$ cat config.mk
export PLATFORM = sky130hd
export DESIGN_NAME = fp_add_pipe
export DESIGN_NICKNAME = d
export VERILOG_FILES = /design/src/rtl/fp_pkg.sv /design/src/rtl/fp_lzc.sv /design/src/rtl/fp_add_pipe.sv
export SDC_FILE = /design/constraint.sdc
export NUM_CORES = 1
export LEC_CHECK = 0
export CORE_ASPECT_RATIO = 1.25
export CORE_MARGIN = 1
export CORE_UTILIZATION = 45
export DETAILED_ROUTE_END_ITERATION = 8
export SKIP_LAST_GASP = 1
export SLEW_MARGIN = 20
export SYNTH_ARGS = -nofsm -noshare
export SYNTH_HDL_FRONTEND = slang
export SYNTH_SLANG_ARGS = --single-unit
$ cat constraint.sdc
create_clock -name clk -period 16.7 [get_ports clk]
set_input_delay 3.34 -clock clk [delete_from_list [all_inputs] [get_ports clk]]
set_output_delay 3.34 -clock clk [all_outputs]
set_load 0.01 [all_outputs]
$ cat src/rtl/fp_pkg.sv
// Shared widths, special encodings and helpers for the pipelined FP adder.
// Unpack and round live here so every stage sees the same encoding rules.
package fp_pkg;

    localparam int FP_EXP_W = 8;
    localparam int FP_MAN_W = 23;
    localparam int FP_W     = 1 + FP_EXP_W + FP_MAN_W;
    localparam int SIG_W    = FP_MAN_W + 1;
    localparam int EXT_W    = SIG_W + 3;
    localparam int SUM_W    = FP_MAN_W + 5;
    localparam int EXPS_W   = FP_EXP_W + 2;
    localparam int LZ_W     = $clog2(EXT_W + 1);
    localparam int BIAS     = 2 ** (FP_EXP_W - 1) - 1;

    localparam logic [FP_EXP_W-1:0] EXP_ONES = '1;
    localparam logic [FP_W-1:0] CANON_NAN =
        {1'b0, EXP_ONES, 1'b1, {(FP_MAN_W-1){1'b0}}};
    localparam logic [FP_W-1:0] POS_INF =
        {1'b0, EXP_ONES, {FP_MAN_W{1'b0}}};

    localparam int FLAG_INVALID  = 2;
    localparam int FLAG_OVERFLOW = 1;
    localparam int FLAG_INEXACT  = 0;

    typedef struct packed {
        logic                sign;
        logic [FP_EXP_W-1:0] exp;
        logic [SIG_W-1:0]    sig;
        logic                is_zero;
        logic                is_inf;
        logic                is_nan;
    } fp_unp_t;

    typedef struct packed {
        logic [FP_W-1:0] res;
        logic [2:0]      flags;
    } fp_rnd_t;

    typedef struct packed {
        logic                valid;
        logic                forced;
        logic [FP_W-1:0]     forced_res;
        logic [2:0]          forced_flags;
        logic                sign;
        logic                zsign;
        logic                sub;
        logic [FP_EXP_W-1:0] exp;
        logic [SIG_W-1:0]    sig_big;
        logic [SIG_W-1:0]    sig_small;
        logic [FP_EXP_W-1:0] diff;
    } s1_t;

    typedef struct packed {
        logic                valid;
        logic                forced;
        logic [FP_W-1:0]     forced_res;
        logic [2:0]          forced_flags;
        logic                sign;
        logic                zsign;
        logic [FP_EXP_W-1:0] exp;
        logic [SUM_W-1:0]    sum;
    } s2_t;

    // Denormal inputs are flushed to signed zero here.
    function automatic fp_unp_t fp_unpack(input logic [FP_W-1:0] x);
        fp_unp_t             u;
        logic [FP_EXP_W-1:0] e;
        logic [FP_MAN_W-1:0] f;
        e         = x[FP_W-2:FP_MAN_W];
        f         = x[FP_MAN_W-1:0];
        u.sign    = x[FP_W-1];
        u.exp     = e;
        u.is_zero = (e == '0);
        u.is_inf  = (e == EXP_ONES) && (f == '0);
        u.is_nan  = (e == EXP_ONES) && (f != '0);
        u.sig     = u.is_zero ? '0 : {1'b1, f};
        return u;
    endfunction

    function automatic fp_rnd_t fp_round(
        input logic              sign,
        input logic [EXPS_W-1:0] exp,
        input logic [SIG_W-1:0]  mant,
        input logic              g,
        input logic              r,
        input logic              s
    );
        fp_rnd_t           o;
        logic              inc;
        logic [SIG_W:0]    m;
        logic [EXPS_W-1:0] e;
        inc = g & (r | s | mant[0]);
        m   = {1'b0, mant} + {{SIG_W{1'b0}}, inc};
        e   = exp + {{(EXPS_W-1){1'b0}}, m[SIG_W]};
        o.flags = '0;
        if (e >= {2'b00, EXP_ONES}) begin
            o.res                  = {sign, POS_INF[FP_W-2:0]};
            o.flags[FLAG_OVERFLOW] = 1'b1;
            o.flags[FLAG_INEXACT]  = 1'b1;
        end else begin
            o.res = {sign, e[FP_EXP_W-1:0],
                     m[SIG_W] ? m[SIG_W-1:1] : m[SIG_W-2:0]};
            o.flags[FLAG_INEXACT] = g | r | s;
        end
        return o;
    endfunction

endpackage

$ cat src/rtl/fp_lzc.sv
// Leading-zero counter; an all-zero input returns WIDTH.
module fp_lzc #(
    parameter int WIDTH = 27,
    parameter int CNT_W = $clog2(WIDTH + 1)
) (
    input  logic [WIDTH-1:0] x_i,
    output logic [CNT_W-1:0] cnt_o
);

    always_comb begin
        cnt_o = CNT_W'(WIDTH);
        for (int i = 0; i < WIDTH; i++) begin
            if (x_i[i]) cnt_o = CNT_W'(WIDTH - 1 - i);
        end
    end

endmodule

$ cat src/rtl/fp_add_pipe.sv
// Three-stage FP adder: unpack/compare, align/add, normalise/round/pack.
// One global advance signal moves every stage together.
module fp_add_pipe
    import fp_pkg::*;
#(
    parameter int EXP_W = FP_EXP_W,
    parameter int MAN_W = FP_MAN_W,
    parameter int TAG_W = 4
) (
    input  logic                   clk,
    input  logic                   rst,
    input  logic                   in_valid,
    output logic                   in_ready,
    input  logic [EXP_W+MAN_W:0]   in_a,
    input  logic [EXP_W+MAN_W:0]   in_b,
    input  logic [TAG_W-1:0]       in_tag,
    output logic                   out_valid,
    input  logic                   out_ready,
    output logic [EXP_W+MAN_W:0]   out_result,
    output logic [TAG_W-1:0]       out_tag,
    output logic [2:0]             out_flags
);

    logic adv;

    s1_t s1_d, s1_q;
    s2_t s2_d, s2_q;
    logic [TAG_W-1:0] tag1_q, tag2_q;

    logic             valid_d, valid_q;
    logic [FP_W-1:0]  res_d, res_q;
    logic [TAG_W-1:0] tag_d, tag_q;
    logic [2:0]       flags_d, flags_q;

    fp_unp_t ua, ub;
    logic    a_big;

    logic [EXT_W-1:0] ext, mask, small_sh;
    logic [SUM_W-1:0] big_ext;

    logic [LZ_W-1:0]   lz;
    logic [EXT_W-1:0]  norm;
    logic [EXPS_W-1:0] exp_w;
    fp_rnd_t           rnd;

    assign adv        = !valid_q || out_ready;
    assign in_ready   = adv;
    assign out_valid  = valid_q;
    assign out_result = res_q;
    assign out_tag    = tag_q;
    assign out_flags  = flags_q;

    always_comb begin
        ua    = fp_unpack(in_a);
        ub    = fp_unpack(in_b);
        a_big = {ua.exp, ua.sig} >= {ub.exp, ub.sig};
        s1_d           = '0;
        s1_d.valid     = in_valid;
        s1_d.sign      = a_big ? ua.sign : ub.sign;
        s1_d.zsign     = ua.is_zero & ub.is_zero & ua.sign & ub.sign;
        s1_d.sub       = ua.sign ^ ub.sign;
        s1_d.exp       = a_big ? ua.exp : ub.exp;
        s1_d.sig_big   = a_big ? ua.sig : ub.sig;
        s1_d.sig_small = a_big ? ub.sig : ua.sig;
        s1_d.diff      = a_big ? (ua.exp - ub.exp) : (ub.exp - ua.exp);
        priority case (1'b1)
            ua.is_nan || ub.is_nan: begin
                s1_d.forced     = 1'b1;
                s1_d.forced_res = CANON_NAN;
            end
            ua.is_inf && ub.is_inf && s1_d.sub: begin
                s1_d.forced                     = 1'b1;
                s1_d.forced_res                 = CANON_NAN;
                s1_d.forced_flags[FLAG_INVALID] = 1'b1;
            end
            ua.is_inf: begin
                s1_d.forced     = 1'b1;
                s1_d.forced_res = {ua.sign, POS_INF[FP_W-2:0]};
            end
            ub.is_inf: begin
                s1_d.forced     = 1'b1;
                s1_d.forced_res = {ub.sign, POS_INF[FP_W-2:0]};
            end
            default: ;
        endcase
    end

    // Bits shifted past the sticky position are ORed back into it.
    always_comb begin
        ext  = {s1_q.sig_small, 3'b000};
        mask = ~({EXT_W{1'b1}} << s1_q.diff);
        if (s1_q.diff >= FP_EXP_W'(FP_MAN_W + 3)) begin
            small_sh = {{(EXT_W-1){1'b0}}, |s1_q.sig_small};
        end else begin
            small_sh = (ext >> s1_q.diff)
                     | {{(EXT_W-1){1'b0}}, |(ext & mask)};
        end
        big_ext           = {1'b0, s1_q.sig_big, 3'b000};
        s2_d              = '0;
        s2_d.valid        = s1_q.valid;
        s2_d.forced       = s1_q.forced;
        s2_d.forced_res   = s1_q.forced_res;
        s2_d.forced_flags = s1_q.forced_flags;
        s2_d.sign         = s1_q.sign;
        s2_d.zsign        = s1_q.zsign;
        s2_d.exp          = s1_q.exp;
        s2_d.sum          = s1_q.sub ? big_ext - {1'b0, small_sh}
                                     : big_ext + {1'b0, small_sh};
    end

    fp_lzc #(
        .WIDTH (EXT_W),
        .CNT_W (LZ_W)
    ) u_lzc (
        .x_i   (s2_q.sum[EXT_W-1:0]),
        .cnt_o (lz)
    );

    always_comb begin
        norm    = s2_q.sum[EXT_W-1:0] << lz;
        exp_w   = {2'b00, s2_q.exp};
        rnd     = '0;
        res_d   = '0;
        flags_d = '0;
        priority case (1'b1)
            s2_q.forced: begin
                res_d   = s2_q.forced_res;
                flags_d = s2_q.forced_flags;
            end
            s2_q.sum == '0: begin
                res_d = {s2_q.zsign, {(FP_W-1){1'b0}}};
            end
            s2_q.sum[SUM_W-1]: begin
                rnd = fp_round(s2_q.sign, exp_w + EXPS_W'(1),
                               s2_q.sum[SUM_W-1:4], s2_q.sum[3],
                               s2_q.sum[2], |s2_q.sum[1:0]);
                res_d   = rnd.res;
                flags_d = rnd.flags;
            end
            exp_w <= EXPS_W'(lz): begin
                res_d                 = {s2_q.sign, {(FP_W-1){1'b0}}};
                flags_d[FLAG_INEXACT] = 1'b1;
            end
            default: begin
                rnd = fp_round(s2_q.sign, exp_w - EXPS_W'(lz),
                               norm[EXT_W-1:3], norm[2],
                               norm[1], norm[0]);
                res_d   = rnd.res;
                flags_d = rnd.flags;
            end
        endcase
        valid_d = s2_q.valid;
        tag_d   = s2_q.valid ? tag2_q : '0;
        if (!s2_q.valid) begin
            res_d   = '0;
            flags_d = '0;
        end
    end

    always_ff @(posedge clk) begin
        if (rst) begin
            s1_q    <= '0;
            s2_q    <= '0;
            tag1_q  <= '0;
            tag2_q  <= '0;
            valid_q <= 1'b0;
            res_q   <= '0;
            tag_q   <= '0;
            flags_q <= '0;
        end else if (adv) begin
            s1_q    <= s1_d;
            s2_q    <= s2_d;
            tag1_q  <= in_tag;
            tag2_q  <= tag1_q;
            valid_q <= valid_d;
            res_q   <= res_d;
            tag_q   <= tag_d;
            flags_q <= flags_d;
        end
    end

endmodule

# After elaboration in Yosys (flattened, before gate mapping)
# Index checks and enable logic that the tools add are counted.
# word_totals
wordCells,146
input_bits,72
regBits,223
output_inout_bits,41
# classes
order_cmp,5
reduce_logical,19
shifts,3
bitwise_logic,17
n_eq_ne,2
n_mux,65
n_addsub,10
# op_table
cell,n
2-to-1 mux 33 bit,4
2-to-1 mux 31 bit,4
2-to-1 mux 24 bit,4
2-to-1 mux 32 bit,3
2-to-1 mux 5 bit,16
adder 24 x 1 -> 25 bit,2
logical NOT 23 bit,2
2-to-1 mux 23 bit,2
nonzero test 23 bit,2
2-to-1 mux 4 bit,9
greater-or-equal comparator 32 bit,1
adder 27 x 27 -> 28 bit,1
logical NOT 28 bit,1
2-to-1 mux 28 bit,1
subtractor 27 x 27 -> 28 bit,1
bitwise AND 27 bit,1
2-to-1 mux 27 bit,1
NOT 27 bit,1
bitwise OR 27 x 1 -> 27 bit,1
OR reduction 27 bit,1
<< shifter 27 x 5 -> 27 bit,1
"<< shifter 27 x 8 -> 27 bit, first input constant",1
right shift 27 x 8 -> 27 bit,1
OR reduction 24 bit,1
21 further kinds,59

# Depth between registers and ports, before layout
# depth
word_depth,40
depth_mapped,29
depth_no_buf,25

# Modules after synthesis
# A second synthesis with hierarchy kept.
# hier_totals
cells_unflattened,2206
hier_area_um2,16035.4
# by_module_without_submodules
module,seq_area_each_um2,cells_each,n_inst,area_each_um2
fp_add_pipe,3263.1,2155,1,15757.6
fp_lzc,0.0,51,1,277.8

# Worst setup path after synthesis
# Ideal clock, no wire load.
# synth_timing
path_type,input -> output
from,input port out_ready
to,output port in_ready
path_slack_ps,9072
arrival_time_ps,4288
t_required_ps,13360
n_path_buf,3
cell_stages,5
cell_sequence,nor2b_1 inv_1 clkbuf_1 clkbuf_1 clkbuf_1
# synth_between
elab_chain_len,1
# synth_rtl
element,line_no,rtl
"start, declared",fp_add_pipe.sv:18,"input logic out_ready,"
logical OR 1 bit,fp_add_pipe.sv:46,assign adv = !valid_q || out_ready;
"end, declared",fp_add_pipe.sv:13,"output logic in_ready,"
# No other way between the ends.

# Final worst setup path
# Same ends and word-level chain as after synthesis.

==> impl_results.html <==
<table>
<tr><th>Metric</th><th>Value</th></tr>
<tr><th colspan="2">Logic synthesis</th></tr>
<tr><td>Total nets after synthesis</td><td>2518</td></tr>
<tr><td>Part of the Yosys area used for sequential elements</td><td>slightly below 20%</td></tr>
<tr><td>Post-synthesis sequential element count</td><td>163</td></tr>
<tr><td>Share of async-settable or async-resettable flops after synthesis</td><td>0%</td></tr>
<tr><td>Synthesis warning total</td><td>0</td></tr>
<tr><td>Cells after synthesis</td><td>2341</td></tr>
<tr><td>Number of different library cells in the post-synthesis netlist</td><td>95</td></tr>
<tr><td>Mapped Avg Cell Area</td><td>approximately 7 um^2</td></tr>
<tr><td>Number of enable-type register cells in the synthesized netlist</td><td>0</td></tr>
<tr><td>Portion of synthesized cell area occupied by the leading cell type</td><td>19.81%</td></tr>
<tr><td>Synth top area cells</td><td>dfxtp_1 (20%), ha_1 (7.7%), a21oi_1 (6.2%)</td></tr>
<tr><td>Largest area contributor in the netlist</td><td>dfxtp_1</td></tr>
<tr><td>Synth Flop Type</td><td>dfxtp_1</td></tr>
<tr><td>Post-Synthesis Cell Area</td><td>16480 um^2</td></tr>
<tr><th colspan="2">Die</th></tr>
<tr><td>Effective utilization at floorplan</td><td>45.50%</td></tr>
<tr><td>FP Rows</td><td>78</td></tr>
<tr><td>Horizontal die dimension</td><td>173.1 um</td></tr>
<tr><td>Total die area</td><td>37390 um^2</td></tr>
<tr><td>Vertical die dimension</td><td>215.9 um</td></tr>
<tr><td>Std-Cell Core Area</td><td>around 36000 um^2</td></tr>
<tr><td>Top-Level Pins</td><td>113</td></tr>
<tr><th colspan="2">Routing</th></tr>
<tr><td>Antenna-violating nets left</td><td>0</td></tr>
<tr><td>Violation count after the first detailed-route iteration</td><td>approximately 1700</td></tr>
<tr><td>Final routed DRC violation total</td><td>0</td></tr>
<tr><td>Router iterations before antenna repair</td><td>6</td></tr>
<tr><td>Mean number of vias per cell</td><td>6.294</td></tr>
<tr><td>Routed wire per std cell</td><td>22.05 um</td></tr>
<tr><td>Wirelength, routed</td><td>61990 um</td></tr>
<tr><td>Via count</td><td>17690</td></tr>
<tr><th colspan="2">Global routing</th></tr>
<tr><td>Global routing usage on met1</td><td>37.14%</td></tr>
<tr><td>Via count of the first global-routing pass</td><td>16710</td></tr>
<tr><td>Met2 Track Usage GR</td><td>between 50% and 60%</td></tr>
<tr><td>Wire length of the first global-routing pass</td><td>~97000 um</td></tr>
<tr><td>Routing layer with the top usage in global route</td><td>met2</td></tr>
<tr><td>Met3 usage</td><td>3.717%</td></tr>
<tr><td>Number of antenna violations at the first check in global routing</td><td>0</td></tr>
<tr><td>Aggregate global routing overflow</td><td>0</td></tr>
<tr><td>Overall track demand over capacity in global routing</td><td>32.76%</td></tr>
<tr><td>Maximum number of pins on one net before global-route repair</td><td>99</td></tr>
<tr><th colspan="2">Place</th></tr>
<tr><td>Final Wtd Congestion</td><td>0.9953</td></tr>
<tr><td>Post-Place Worst Slack</td><td>7.680 ns</td></tr>
<tr><td>Post-Place Cells</td><td>2779</td></tr>
<tr><td>Post-DP HPWL</td><td>47280 um</td></tr>
<tr><td>Area of placed instances</td><td>17690 um^2</td></tr>
<tr><td>Count of buffers from port buffering</td><td>roughly 110</td></tr>
<tr><th colspan="2">Setup path</th></tr>
<tr><td>Reg-to-Reg Start</td><td>s2_q[20]$_SDFFE_PP0P_</td></tr>
<tr><td>Arrival time of the worst setup path</td><td>between 5 and 6 ns</td></tr>
<tr><td>Startpoint type of the worst setup path</td><td>input pin</td></tr>
<tr><td>Largest incremental delay on the critical path</td><td>approximately 0.74 ns</td></tr>
<tr><td>Cell with the most instances on the worst path</td><td>clkdlybuf4s50_1</td></tr>
<tr><td>Flop2flop setup slack</td><td>between 8 and 9 ns</td></tr>
<tr><td>Length in cells of the worst reg-to-reg path</td><td>21</td></tr>
<tr><td>Capture point of the worst reg-to-reg path</td><td>out_result[9]$_SDFFE_PP0P_</td></tr>
<tr><td>Critical path class</td><td>in -&gt; out</td></tr>
<tr><td>Highest net fanout along the worst path</td><td>94</td></tr>
<tr><td>Endpoint class of the critical path</td><td>primary output</td></tr>
<tr><td>Cell breakdown of the critical path</td><td>clkdlybuf4s50_1 -&gt; nor2b_4 -&gt; inv_4 -&gt; clkdlybuf4s50_1</td></tr>
<tr><td>Critical Path Slowest Stage Cell</td><td>clkdlybuf4s50_1</td></tr>
<tr><td>Critical path required time</td><td>~13 ns</td></tr>
<tr><th colspan="2">Clock network</th></tr>
<tr><td>PostCTS Resize Cnt</td><td>0</td></tr>
<tr><td>Count of hold buffers inserted by post-cts repair</td><td>0</td></tr>
<tr><td>Worst-Skew Late Latency</td><td>about 0.45 ns</td></tr>
<tr><td>Post-CTS Setup Bufs</td><td>0</td></tr>
<tr><td>Number of levels the H-tree was split into</td><td>4</td></tr>
<tr><td>TritonCTS sink count</td><td>163</td></tr>
<tr><td>Inserted Clock Buffers</td><td>17</td></tr>
<tr><td>CTS tree</td><td>yes</td></tr>
<tr><td>Maximum root-to-sink buffer count</td><td>2</td></tr>
<tr><td>Clock input transition at the sequential cells of the worst setup and hold paths</td><td>0.07 ns</td></tr>
<tr><td>CTS Root Buffer Type</td><td>clkbuf_16</td></tr>
<tr><th colspan="2">STA</th></tr>
<tr><td>Final slew viol count</td><td>0</td></tr>
<tr><td>Smallest setup slack after layout</td><td>7.978 ns</td></tr>
<tr><td>Final critical path time including I/O delays and setup</td><td>slightly below 9 ns</td></tr>
<tr><td>Setup TNS</td><td>0 ns</td></tr>
<tr><td>Worst slew margin relative to its limit</td><td>a little under a quarter</td></tr>
<tr><td>Number of hold-slack violations in the final timing report</td><td>0</td></tr>
<tr><td>Post-route clock skew</td><td>0.02019 ns</td></tr>
<tr><td>Final period utilization</td><td>52.23%</td></tr>
<tr><td>Setup repair after global routing missed its margin</td><td>false</td></tr>
<tr><td>Highest achievable clock rate</td><td>between 100 and 150 MHz</td></tr>
<tr><td>Slew at the pin with the worst max-slew slack</td><td>1.148 ns</td></tr>
<tr><td>Final setup viols</td><td>0</td></tr>
<tr><th colspan="2">Pwr</th></tr>
<tr><td>Power, Total</td><td>2276 uW</td></tr>
<tr><td>Pwr dens</td><td>124.5 nW/um^2</td></tr>
<tr><td>Pleak</td><td>0.007181 uW</td></tr>
<tr><td>Worst IR Drop VDD</td><td>0.00008046 V</td></tr>
<tr><th colspan="2">Min path</th></tr>
<tr><td>Min-delay src</td><td>exp_w[0]$_SDFFE_PP0P_</td></tr>
<tr><td>Worst hold path endpoint</td><td>exp_w[0]$_SDFFE_PP0P_</td></tr>
<tr><td>Tightest Hold Check Type</td><td>reg -&gt; reg</td></tr>
<tr><td>Worst hold path cell count</td><td>2</td></tr>
<tr><th colspan="2">Finish</th></tr>
<tr><td>Total area of multi-input combinational cells</td><td>12100 um^2</td></tr>
<tr><td>Layout area overhead</td><td>10.95%</td></tr>
<tr><td>Non-filler cells, final</td><td>2811</td></tr>
<tr><td>Final Net Count</td><td>2495</td></tr>
<tr><td>Flip-flop and latch area</td><td>3264 um^2</td></tr>
<tr><td>Diode count</td><td>0</td></tr>
<tr><td>Area of all placed cells without fillers</td><td>between 15000 and 20000 um^2</td></tr>
<tr><td>Number of filler instances in the final layout</td><td>3658</td></tr>
<tr><td>Layout cells sized above 1</td><td>under 10%</td></tr>
<tr><th colspan="2">Run</th></tr>
<tr><td>MaxCap Viol Count</td><td>0</td></tr>
<tr><th colspan="2">Run status</th></tr>
<tr><td>Status</td><td>completed</td></tr>
</table>
## kinds of logic (layout without fill, tap and decap cells)
family,Yosys count,count (layout),share of synthesized area [%]
flops,163,163,19.81
xor+xnor,81,81,4.306
compound gates,727,727,29.76
fa+ha+maj,105,105,8.156
mux,76,76,5.217
simple gates,898,898,25.84
buf+inv,291,281,6.911
## worst max-delay path by stage
stage	from	end	slack (ns)
finish	out_ready	in_ready	7.98
global route	in_a[27]	big_ext[12]$_SDFFE_PP0P_	7.52
CTS	out_ready	in_ready	8.00
detailed placement	in_a[27]	ext[3]$_SDFFE_PP0P_	7.68
global placement	in_a[27]	big_ext[4]$_SDFFE_PP0P_	7.80
floorplan	out_ready	in_ready	9.07
## layout by cell type (no fill, tap or decap), types with 22 or more instances in the layout
master and n:
xor2_1 24, nand2b_1 22, nor2_1 263, a311oi_1 29
dfxtp_1 162, a21o_1 29, and2_1 33, o211ai_1 29
nor4_1 52, a211oi_1 89, buf_4 26, nand4_1 25
clkdlybuf4s50_1 111, xnor2_1 57, inv_1 106, nor2b_1 37
nand3_1 57, nor3_1 70, ha_1 101, nand2_1 254
o21ai_0 114, mux2i_1 51, and3_1 22, a21oi_1 205
## final cells by class
cell class,instances,area share [%]
clock inverter,12,0.7940
sequential,163,17.86
timing repair buffer,137,7.146
tap,480,3.285
inverter,112,2.313
clock buffer,20,2.389
multi-input combinational,1887,66.21
## synthesized netlist by cell type (11+ instances only)
master and instances:
a22oi_1 21, nand2b_1 22, buf_1 23, nor4_1 52
nor2b_1 38, a311oi_1 29, xor2_1 24, o31ai_1 15
a21o_1 29, a22o_1 11, a31oi_1 18, a211oi_1 89
o211ai_1 29, buf_2 19, nand2_1 254, clkbuf_1 133
and2_1 33, inv_1 107, xnor2_1 57, nor2_1 264
a21oi_1 205, or3_1 11, nor3_1 70, o21a_1 14
nand4_1 25, dfxtp_1 163, mux2i_1 51, a221o_1 15
o21bai_1 12, and3_1 22, ha_1 101, mux2_2 19
o22ai_1 13, nand3_1 57, o21ai_0 114
## routing by layer
metal	vias to the layer above	part of all wire [%]
met2	734	49
met5	-	0
met3	200	5.2
met1	8243	39
li1	8515	-
met4	0	6.8
## state kept, by name, indices dropped and copies added (netlist names)
register and flops:
s2_q 34, out_result 32, big_ext 24, ext 24, s1_q 24, exp_w 8, out_tag 4, tag1_q 4
tag2_q 4, out_flags 3, out_valid 1, valid_d 1
## where the power goes
group | total (uW) | internal (uW) | leakage (uW) | switching (uW)
registers | 513 | 425 | 0.00134 | 88.0
clock network | 403 | 224 | 0.000282 | 179
logic | 1360 | 477 | 0.00556 | 883
## per-stage QoR
stage | hold WS, ns | utilization, %
finish | 0.4518 | 50.49
global route | 0.4686 | 50.49
detailed placement | 0.4458 | 48.87
global placement | 0.4388 | 48.87
floorplan | 0.4312 | -
CTS | 0.4525 | 50.47
## critical path: cells and delay by family
kind | cells | cell delay [ns]
buffers and inverters | 3 | 1.88
and+or+nand+nor | 1 | 0.10
(Power assumes the default switching activity.)
